`src/rtl/instr_fetch_unit.sv`:
```
// Instruction fetch unit: issues word fetches to imem and buffers {instr, pc} for decode.
// Latency: a response accepted in cycle t is presented on instr_valid in cycle t+1.
// Backpressure: requests are credit-limited so in-flight plus buffered never exceeds two.

module sync_fifo #(
    parameter int W     = 32,
    parameter int DEPTH = 2
) (
    input  logic                         clk,
    input  logic                         rst_n,
    input  logic                         flush,
    input  logic                         push,
    input  logic [W-1:0]                 push_dat,
    input  logic                         pop,
    output logic                         vld,
    output logic [W-1:0]                 head_dat,
    output logic [$clog2(DEPTH+1)-1:0]   cnt
);
    localparam int AW = (DEPTH > 1) ? $clog2(DEPTH) : 1;
    localparam int CW = $clog2(DEPTH + 1);

    logic [W-1:0]  mem [DEPTH];
    logic [AW-1:0] wr_ptr;
    logic [AW-1:0] rd_ptr;
    logic          do_push;
    logic          do_pop;

    // Pointers wrap naturally, so DEPTH must be a power of two.
    assign do_pop   = pop && (cnt != '0);
    assign do_push  = push && (cnt != CW'(DEPTH));
    assign vld      = (cnt != '0);
    assign head_dat = mem[rd_ptr];

    always_ff @(posedge clk or negedge rst_n) begin
        if (!rst_n) begin
            wr_ptr <= '0;
            rd_ptr <= '0;
            cnt    <= '0;
            for (int i = 0; i < DEPTH; i++) mem[i] <= '0;
        end else if (flush) begin
            wr_ptr <= '0;
            rd_ptr <= '0;
            cnt    <= '0;
        end else begin
            if (do_push) begin
                mem[wr_ptr] <= push_dat;
                wr_ptr      <= wr_ptr + 1'b1;
            end
            if (do_pop) rd_ptr <= rd_ptr + 1'b1;
            cnt <= cnt + CW'(do_push) - CW'(do_pop);
        end
    end
endmodule

module instr_fetch_unit #(
    parameter logic [31:0] RESET_PC = 32'h0000_0000
) (
    input  logic        clk,
    input  logic        rst_n,
    output logic        imem_req,
    output logic [31:0] imem_addr,
    input  logic        imem_gnt,
    input  logic        imem_rvalid,
    input  logic [31:0] imem_rdata,
    output logic        instr_valid,
    input  logic        instr_ready,
    output logic [31:0] instr,
    output logic [31:0] instr_pc,
    output logic [31:0] pc_plus8,
    output logic [3:0]  cond,
    output logic [1:0]  op,
    output logic [5:0]  funct,
    output logic [3:0]  rd,
    input  logic        redirect,
    input  logic [31:0] redirect_pc
);
    typedef struct packed {
        logic [31:0] instr;
        logic [31:0] pc;
    } fetch_ent_t;

    logic [31:0] fetch_pc;
    logic [1:0]  outstanding;
    logic [1:0]  discard;
    logic [1:0]  occ;
    logic        pc_vld;
    logic [31:0] rsp_pc;
    logic        req_fire;
    logic        rsp_fire;
    logic        rsp_keep;
    logic        pop;
    logic        head_vld;
    fetch_ent_t  head;
    fetch_ent_t  push_ent;

    assign imem_req  = rst_n && !redirect && (({1'b0, outstanding} + {1'b0, occ}) < 3'd2);
    assign imem_addr = fetch_pc;
    assign req_fire  = imem_req && imem_gnt;
    assign rsp_fire  = imem_rvalid && pc_vld;
    assign rsp_keep  = rsp_fire && (discard == 2'd0);
    assign pop       = head_vld && instr_ready;
    assign push_ent  = '{instr: imem_rdata, pc: rsp_pc};

    // Request addresses queue in issue order; its occupancy is the outstanding count.
    // It is never flushed: responses squashed by a redirect still retire their slot.
    sync_fifo #(.W(32), .DEPTH(2)) u_pc_fifo (
        .clk      (clk),
        .rst_n    (rst_n),
        .flush    (1'b0),
        .push     (req_fire),
        .push_dat (fetch_pc),
        .pop      (rsp_fire),
        .vld      (pc_vld),
        .head_dat (rsp_pc),
        .cnt      (outstanding)
    );

    sync_fifo #(.W($bits(fetch_ent_t)), .DEPTH(2)) u_instr_fifo (
        .clk      (clk),
        .rst_n    (rst_n),
        .flush    (redirect),
        .push     (rsp_keep),
        .push_dat (push_ent),
        .pop      (pop),
        .vld      (head_vld),
        .head_dat (head),
        .cnt      (occ)
    );

    always_ff @(posedge clk or negedge rst_n) begin
        if (!rst_n) begin
            fetch_pc <= RESET_PC;
            discard  <= 2'd0;
        end else begin
            if (redirect)      fetch_pc <= redirect_pc & ~32'd3;
            else if (req_fire) fetch_pc <= fetch_pc + 32'd4;
            // Everything still in flight at a redirect belongs to the old path.
            if (redirect)                          discard <= outstanding - 2'(rsp_fire);
            else if (rsp_fire && discard != 2'd0)  discard <= discard - 2'd1;
        end
    end

    assign instr_valid = head_vld;
    assign instr       = head_vld ? head.instr : 32'd0;
    assign instr_pc    = head_vld ? head.pc    : 32'd0;
    assign pc_plus8    = instr_pc + 32'd8;
    assign cond        = instr[31:28];
    assign op          = instr[27:26];
    assign funct       = instr[25:20];
    assign rd          = instr[15:12];
endmodule

```
`config.mk`:
```
export PLATFORM = sky130hd
export DESIGN_NAME = instr_fetch_unit
export DESIGN_NICKNAME = d
export VERILOG_FILES = /design/src/rtl/instr_fetch_unit.sv
export SDC_FILE = /design/constraint.sdc
export NUM_CORES = 1
export LEC_CHECK = 0
export BUFFER_PORTS_ARGS = -buffer_cell sky130_fd_sc_hd__buf_2
export CORE_ASPECT_RATIO = 1.25
export CORE_MARGIN = 4
export CORE_UTILIZATION = 30
export DETAILED_ROUTE_END_ITERATION = 8
export GPL_ROUTABILITY_DRIVEN = 0
export REMOVE_ABC_BUFFERS = 1
export SYNTH_ARGS = -nofsm -noshare
export SYNTH_HDL_FRONTEND = slang
export SYNTH_SLANG_ARGS = --single-unit
```
`constraint.sdc`:
```
create_clock -name clk -period 5.7 [get_ports clk]
set_clock_uncertainty 0.05 [all_clocks]
set_input_delay 0.285 -clock clk [delete_from_list [all_inputs] [get_ports clk]]
set_output_delay 0.285 -clock clk [all_outputs]
set_load 0.02 [all_outputs]
```
# After elaboration in Yosys (flattened, before gate mapping)
# Index checks and enable logic that the tools add are counted.
word_totals:
  mem_count: 0
  reg_bits: 234
  latchBits: 0
  output_inout_bits: 146
  in_bits: 70
  ram_bits: 0
  romBits: 0
  elab_cells: 85
classes:
  n_lt_le_gt_ge: 7
  n_div: 0
  mul: 0
  shifts: 0
  reduce_logical: 23
  bitwise_logic: 5
  n_eq_ne: 2
  addsub: 13
  mux: 23
op_table:
  columns: ["op", "n"]
  rows:
  - ["two-way mux 32 bit", 8]
  - ["two-way mux 64 bit", 4]
  - ["bitwise mux 128 bit", 1]
  - ["bitwise mux 64 bit", 1]
  - ["demux 64 bit (select 1 bit)", 1]
  - ["adder 32 x 3 -> 32 bit, second input constant", 1]
  - ["adder 32 x 4 -> 32 bit, second input constant", 1]
  - ["demux 32 bit (select 1 bit)", 1]
  - ["nonzero test 2 bit", 7]
  - ["logical AND 1 bit", 13]
  - ["greater-or-equal comparator 2 bit, second input constant", 4]
  - ["inverter 1 -> 2 bit", 4]
  - ["two-way mux 2 bit", 3]
  - ["subtractor 2 x 1 -> 2 bit", 3]
  - ["adder 1 bit, second input constant", 4]
  - ["adder 2 x 1 -> 2 bit", 2]
  - ["less-than comparator 2 x 1 -> 1 bit, second input constant", 2]
  - ["two-way mux 1 bit", 4]
  - ["!= test 2 bit, second input constant", 2]
  - ["adder 2 x 2 -> 3 bit", 1]
  - ["less-than comparator 3 x 2 -> 1 bit, second input constant", 1]
  - ["zero test 2 bit", 1]
  - ["AND reduction 2 bit", 1]
  - ["subtractor 2 x 1 -> 2 bit, second input constant", 1]
  - ["2 further kinds", 2]

# Longest topological paths before layout
logic_depth:
  ltp_word: 7
  ltp_mapped: 12
  mapped_depth_nobuf: 9

# By module
# From an unflattened synthesis, not the netlist that was laid out.
unflattened:
  cells_unflattened: 967
  area_unflattened_um2: 12059.1
modules_own_cells:
  columns: ["module", "seq_area_each_um2", "n_inst", "area_per_inst_um2", "cells_per_inst"]
  rows:
  - ["sync_fifo at u_instr_fifo", 3303.2, 1, 5896.9, 365]
  - ["instr_fetch_unit", 800.8, 1, 3159.3, 407]
  - ["sync_fifo at u_pc_fifo", 1701.6, 1, 3002.9, 195]

# Least setup slack after synthesis
# OpenSTA, ideal clock, no wires.
synth_timing:
  path_kind: "register to output"
  startpoint: "reg u_instr_fifo.rd_ptr"
  endpoint: "out pc_plus8[31]"
  path_buffers: 4
  arrival_ns: 3.553
  setup_slack_ns: 1.812
  required_time_ns: 5.365
  path_stages_with_launch: 13
  cell_sequence: "dfrtp_1 -> buf_2 -> buf_2 -> buf_2 -> buf_2 -> mux2i_1 -> nor2_1 -> ha_1 -> o21ai_0 -> a211oi_1 -> nand4_2 -> nor4_1 -> xor2_1"
synth_via:
  elab_chain_len: 6
synth_lines:
  columns: ["element", "line", "rtl"]
  rows:
  - ["start: declaration", "24", "logic [AW-1:0] rd_ptr;"]
  - ["start signal: assignment", "49", "if (do_pop) rd_ptr <= rd_ptr + 1'b1;"]
  - ["inverter 1 -> 2 bit (not written as such)", "32", "assign head_dat = mem[rd_ptr];"]
  - ["two-way mux 64 bit (not written as such) (3 in a row)", "32", null]
  - ["two-way mux 32 bit", "145", "assign instr_pc = head_vld ? head.pc : 32'd0;"]
  - ["net instr_pc[4]", "68", "output logic [31:0] instr_pc,"]
  - ["adder 32 x 4 -> 32 bit", "146", "assign pc_plus8 = instr_pc + 32'd8;"]
  - ["end: declaration", "69", "output logic [31:0] pc_plus8,"]
# The timed path passes the listed nets, and every way through them passes these cells. The select of a mux whose other input is x is not followed.

# Worst setup path after layout
layout_timing:
  startpoint: "reg u_instr_fifo.rd_ptr"
  endpoint: "out pc_plus8[16]"
layout_via:
  elab_chain_len: 6
layout_lines:
  columns: ["element", "line"]
  rows:
  - ["inverter 1 -> 2 bit (not written as such)", "32"]
  - ["two-way mux 64 bit (not written as such) (3 in a row)", "32"]
  - ["two-way mux 32 bit", "145"]
  - ["adder 32 x 4 -> 32 bit", "146"]
# Every way passes these cells. The select of a mux whose other input is x is not followed.

==> run summary <==
status = complete, no violations
flop-to-flop setup slack = 2.10 ns
Synth Instances = 1008
Final Core Density = 38.12%
DIE WIDTH = 179.3 um
clk buf depth = 3
dpl cell area = 0.01237 sq mm
Remaining DRCs = 0
fin crit share = 79.36%
Synth warnings = 0
Netlist cell types = 49
Switching Power = 2525 uW
Final Slew Violations = 0
Post-Place Worst Slack = 1.683 ns
Mean Syn Cell Area = 10.92 sq um
Starting Density = 30.32%
Async S/R FF share, synth = 100.0%
largest net degree at the start of global routing = 93
crit path DAT = 4.19 ns
IO Port Bufs = 207
setup bufs post-CTS = 0
CP endpoint kind = output port
sequential area share after synthesis = 50.91%
critical hold path startpoint = redirect_pc[31]
Final Hold Fails = 0
vias in the first global route = 8178
drt total wl = 28840 um
crit path kind = flip-flop to output port
Pwr Density = 495.5 mW/mm^2
clock group share of total power = 24.6%
Worst-Margin Slew = 1.052 ns
Setup crit end = pc_plus8[16]
crit-path cells = buf_4 > mux2i_1 > nor3_1 > nand2_1 > nor4_1 > xor2_1 > buf_2
Post-synth EDFFs = 0
post-synthesis cell area = 0.01101 sq mm
drt pass-1 iters = 5
P&R area growth vs syn = 25.72%
RR Startpoint = u_instr_fifo.cnt[0]
Slew headroom = 29.87%
GRT overflow = 0
Synth Flop Type = dfrtp_1
Synth area leaders = dfrtp_1, mux2_2, mux2i_1, nor2_1, xnor2_1
# resized after CTS = 0
DRT antenna net count = 0
Reg-to-Reg End = imem_addr[30]
Core Area = 0.03630 sq mm
# IOs = 216
max incr delay on CP = 0.83 ns
Post-DP HPWL = 19460 um
Diodes inserted = 0
Clock Tree Root = clkbuf_16
Switching Fraction = 36.83%
Total Nets Final = 1317
Reg2Reg Depth = 8
Pint = 4332 uW
Hold Crit Class = primary input to flip-flop
setup violators final = 0
Fmax = 221.1 MHz
Clock Sinks = 224
post-synth top area share = 50.91%
Final Critical Period = 4.523 ns
crit path max-delay cell type = dfrtp_4
wire per inst = 16.63 um
CTS clock-pin slew for the worst setup and hold paths = 0.06 ns
Rows = 78
Startpoint Class = flip-flop
CP startpoint = u_instr_fifo.rd_ptr
Peak VDD IR = 0.2046 mV
Worst Setup Slack, final = 1.177 ns
sequential power share = 38.1%
Comb power frac = 37.3%
Pleak = 0.006488 uW
share of cells above drive strength 1 = 31.42%
final design area excluding fillers = 0.01384 sq mm
H-Tree Depth = 1
placed insts = 1631
die area = 0.03985 sq mm
initial antenna violation count = 0
final std cells w/o fill = 1734
total track usage = 14.17%
Synth Register Bits = 224
Hold Buf Count CTS = 62
RSZ-0062 raised after global routing = false
cts bufs inserted = 24
Synth area leader = dfrtp_1
Max Cap Violations = 0
Hold Slack = 0.04517 ns
die height = 222.2 um
DR iter-0 viols = 329
Via density = 4.673
DR vias = 8103
Critical Path RT = 5.37 ns
Worst-Skew Late Latency = 0.52 ns
TritonCTS clock tree = done
Critical Path Fanout Max = 39
first-pass GRT wire length = 44880 um
metal layers:
layer / wire length [um] / up-vias / share of wire (%) / track usage [%]
met3: 1306 / 38 / 4.5 / 1.872
met4: 779 / 0 / 2.7 / 4.597
li1: - / 3939 / - / -
met5: 0 / - / 0 / 0
met2: 14710 / 170 / 51 / 25.37
met1: 12050 / 3956 / 42 / 17.49
cell usage in the layout, fill, tap and decap left out, types with 9 or more instances in the layout:
cell	Yosys	final
inv_1	23	23
nor2_1	105	104
nand2_1	76	76
nor4_1	17	17
nand4_1	9	9
o21ai_0	59	59
buf_4	25	11
dlygate4sd3_1	0	62
buf_2	21	206
nand3_1	25	25
xor2_1	19	19
mux2i_1	92	92
nor3_1	22	21
mux2_2	125	125
clkbuf_16	0	25
dfrtp_1	224	222
xnor2_1	39	39
a21oi_1	33	33
power by group through the flow:
| stage | registers, uW | clock network [uW] | logic [uW] |
|---|---|---|---|
| after floorplan | 2580 | 0 | 1820 |
| after global placement | 2620 | 0 | 2520 |
| after detailed placement | 2650 | 0 | 2560 |
| after CTS | 2620 | 1750 | 2600 |
| after global routing | 2700 | 1800 | 2820 |
| final | 2610 | 1690 | 2560 |
synthesized netlist by cell type (all sizes together) (2+ instances only):
cell,number
nand3b,7
and2,2
and4,4
buf,48
a211oi,6
nand2b,2
mux2i,92
inv,23
nor4b,2
o211ai,2
or4,2
a21oi,34
and3,5
xnor2,39
dfrtp,224
nor2,106
nand3,25
clkbuf,33
mux2,125
nor3,22
o21ai,59
nand2,76
nor4,17
xor2,19
nand4,11
ha,7
critical path: cells and delay by family (launching register included):
family	cells	cell delay, ns
simple gates	3	1.51
buf+inv	2	0.88
flops	1	0.83
xor+xnor	1	0.18
mux	1	0.24
kinds of logic (layout without fill, tap and decap cells):
group / after synthesis / in the layout / share of synthesized area [%]
adder cells (fa/ha/maj): 8 / 8 / 0.9774
buffers and inverters: 105 / 346 / 4.671
multiplexers: 217 / 217 / 21.15
XOR/XNOR: 58 / 58 / 4.614
flip-flops: 224 / 224 / 50.91
other: 1 / 6 / 0.03406
AND/OR/NAND/NOR: 286 / 286 / 12.13
AO/OA/AOI/OAI: 109 / 109 / 5.512
cell type report:
type,instances,area (sq um)
clock inverter,10,181.4
fill,3571,22460
sequential,224,5610
multi-input combinational,684,4921
inverter,24,90.09
tap,480,600.6
clock buffer,31,668.1
timing repair buffer,281,1769
registers in the layout, indices dropped and copies added (netlist names), 2 cells and up:
signal,flops
u_instr_fifo.mem,124
imem_addr,30
discard,2
u_pc_fifo.mem,60
u_instr_fifo.cnt,2
u_pc_fifo.cnt,2
per-stage QoR:
step,TNS (ns),power (uW)
2_1_floorplan,-62.01,4401
3_3_place_gp,0,5139
3_5_place_dp,0,5211
4_1_cts,0,6966
5_1_grt,0,7318
6_report,0,6858
worst min-delay path by stage:
| stage | endpoint | slack (ns) | cells after the start |
|---|---|---|---|
| 2_1_floorplan | discard[0] | -0.06 | 0 |
| 3_3_place_gp | u_pc_fifo.mem[9] | 0.26 | 1 |
| 3_5_place_dp | u_pc_fifo.mem[9] | 0.27 | 1 |
| 4_1_cts | imem_addr[31] | 0.008 | 4 |
| 5_1_grt | imem_addr[31] | 0.03 | 4 |
| 6_report | imem_addr[31] | 0.05 | 4 |
Power figures use the tool's default switching activity.
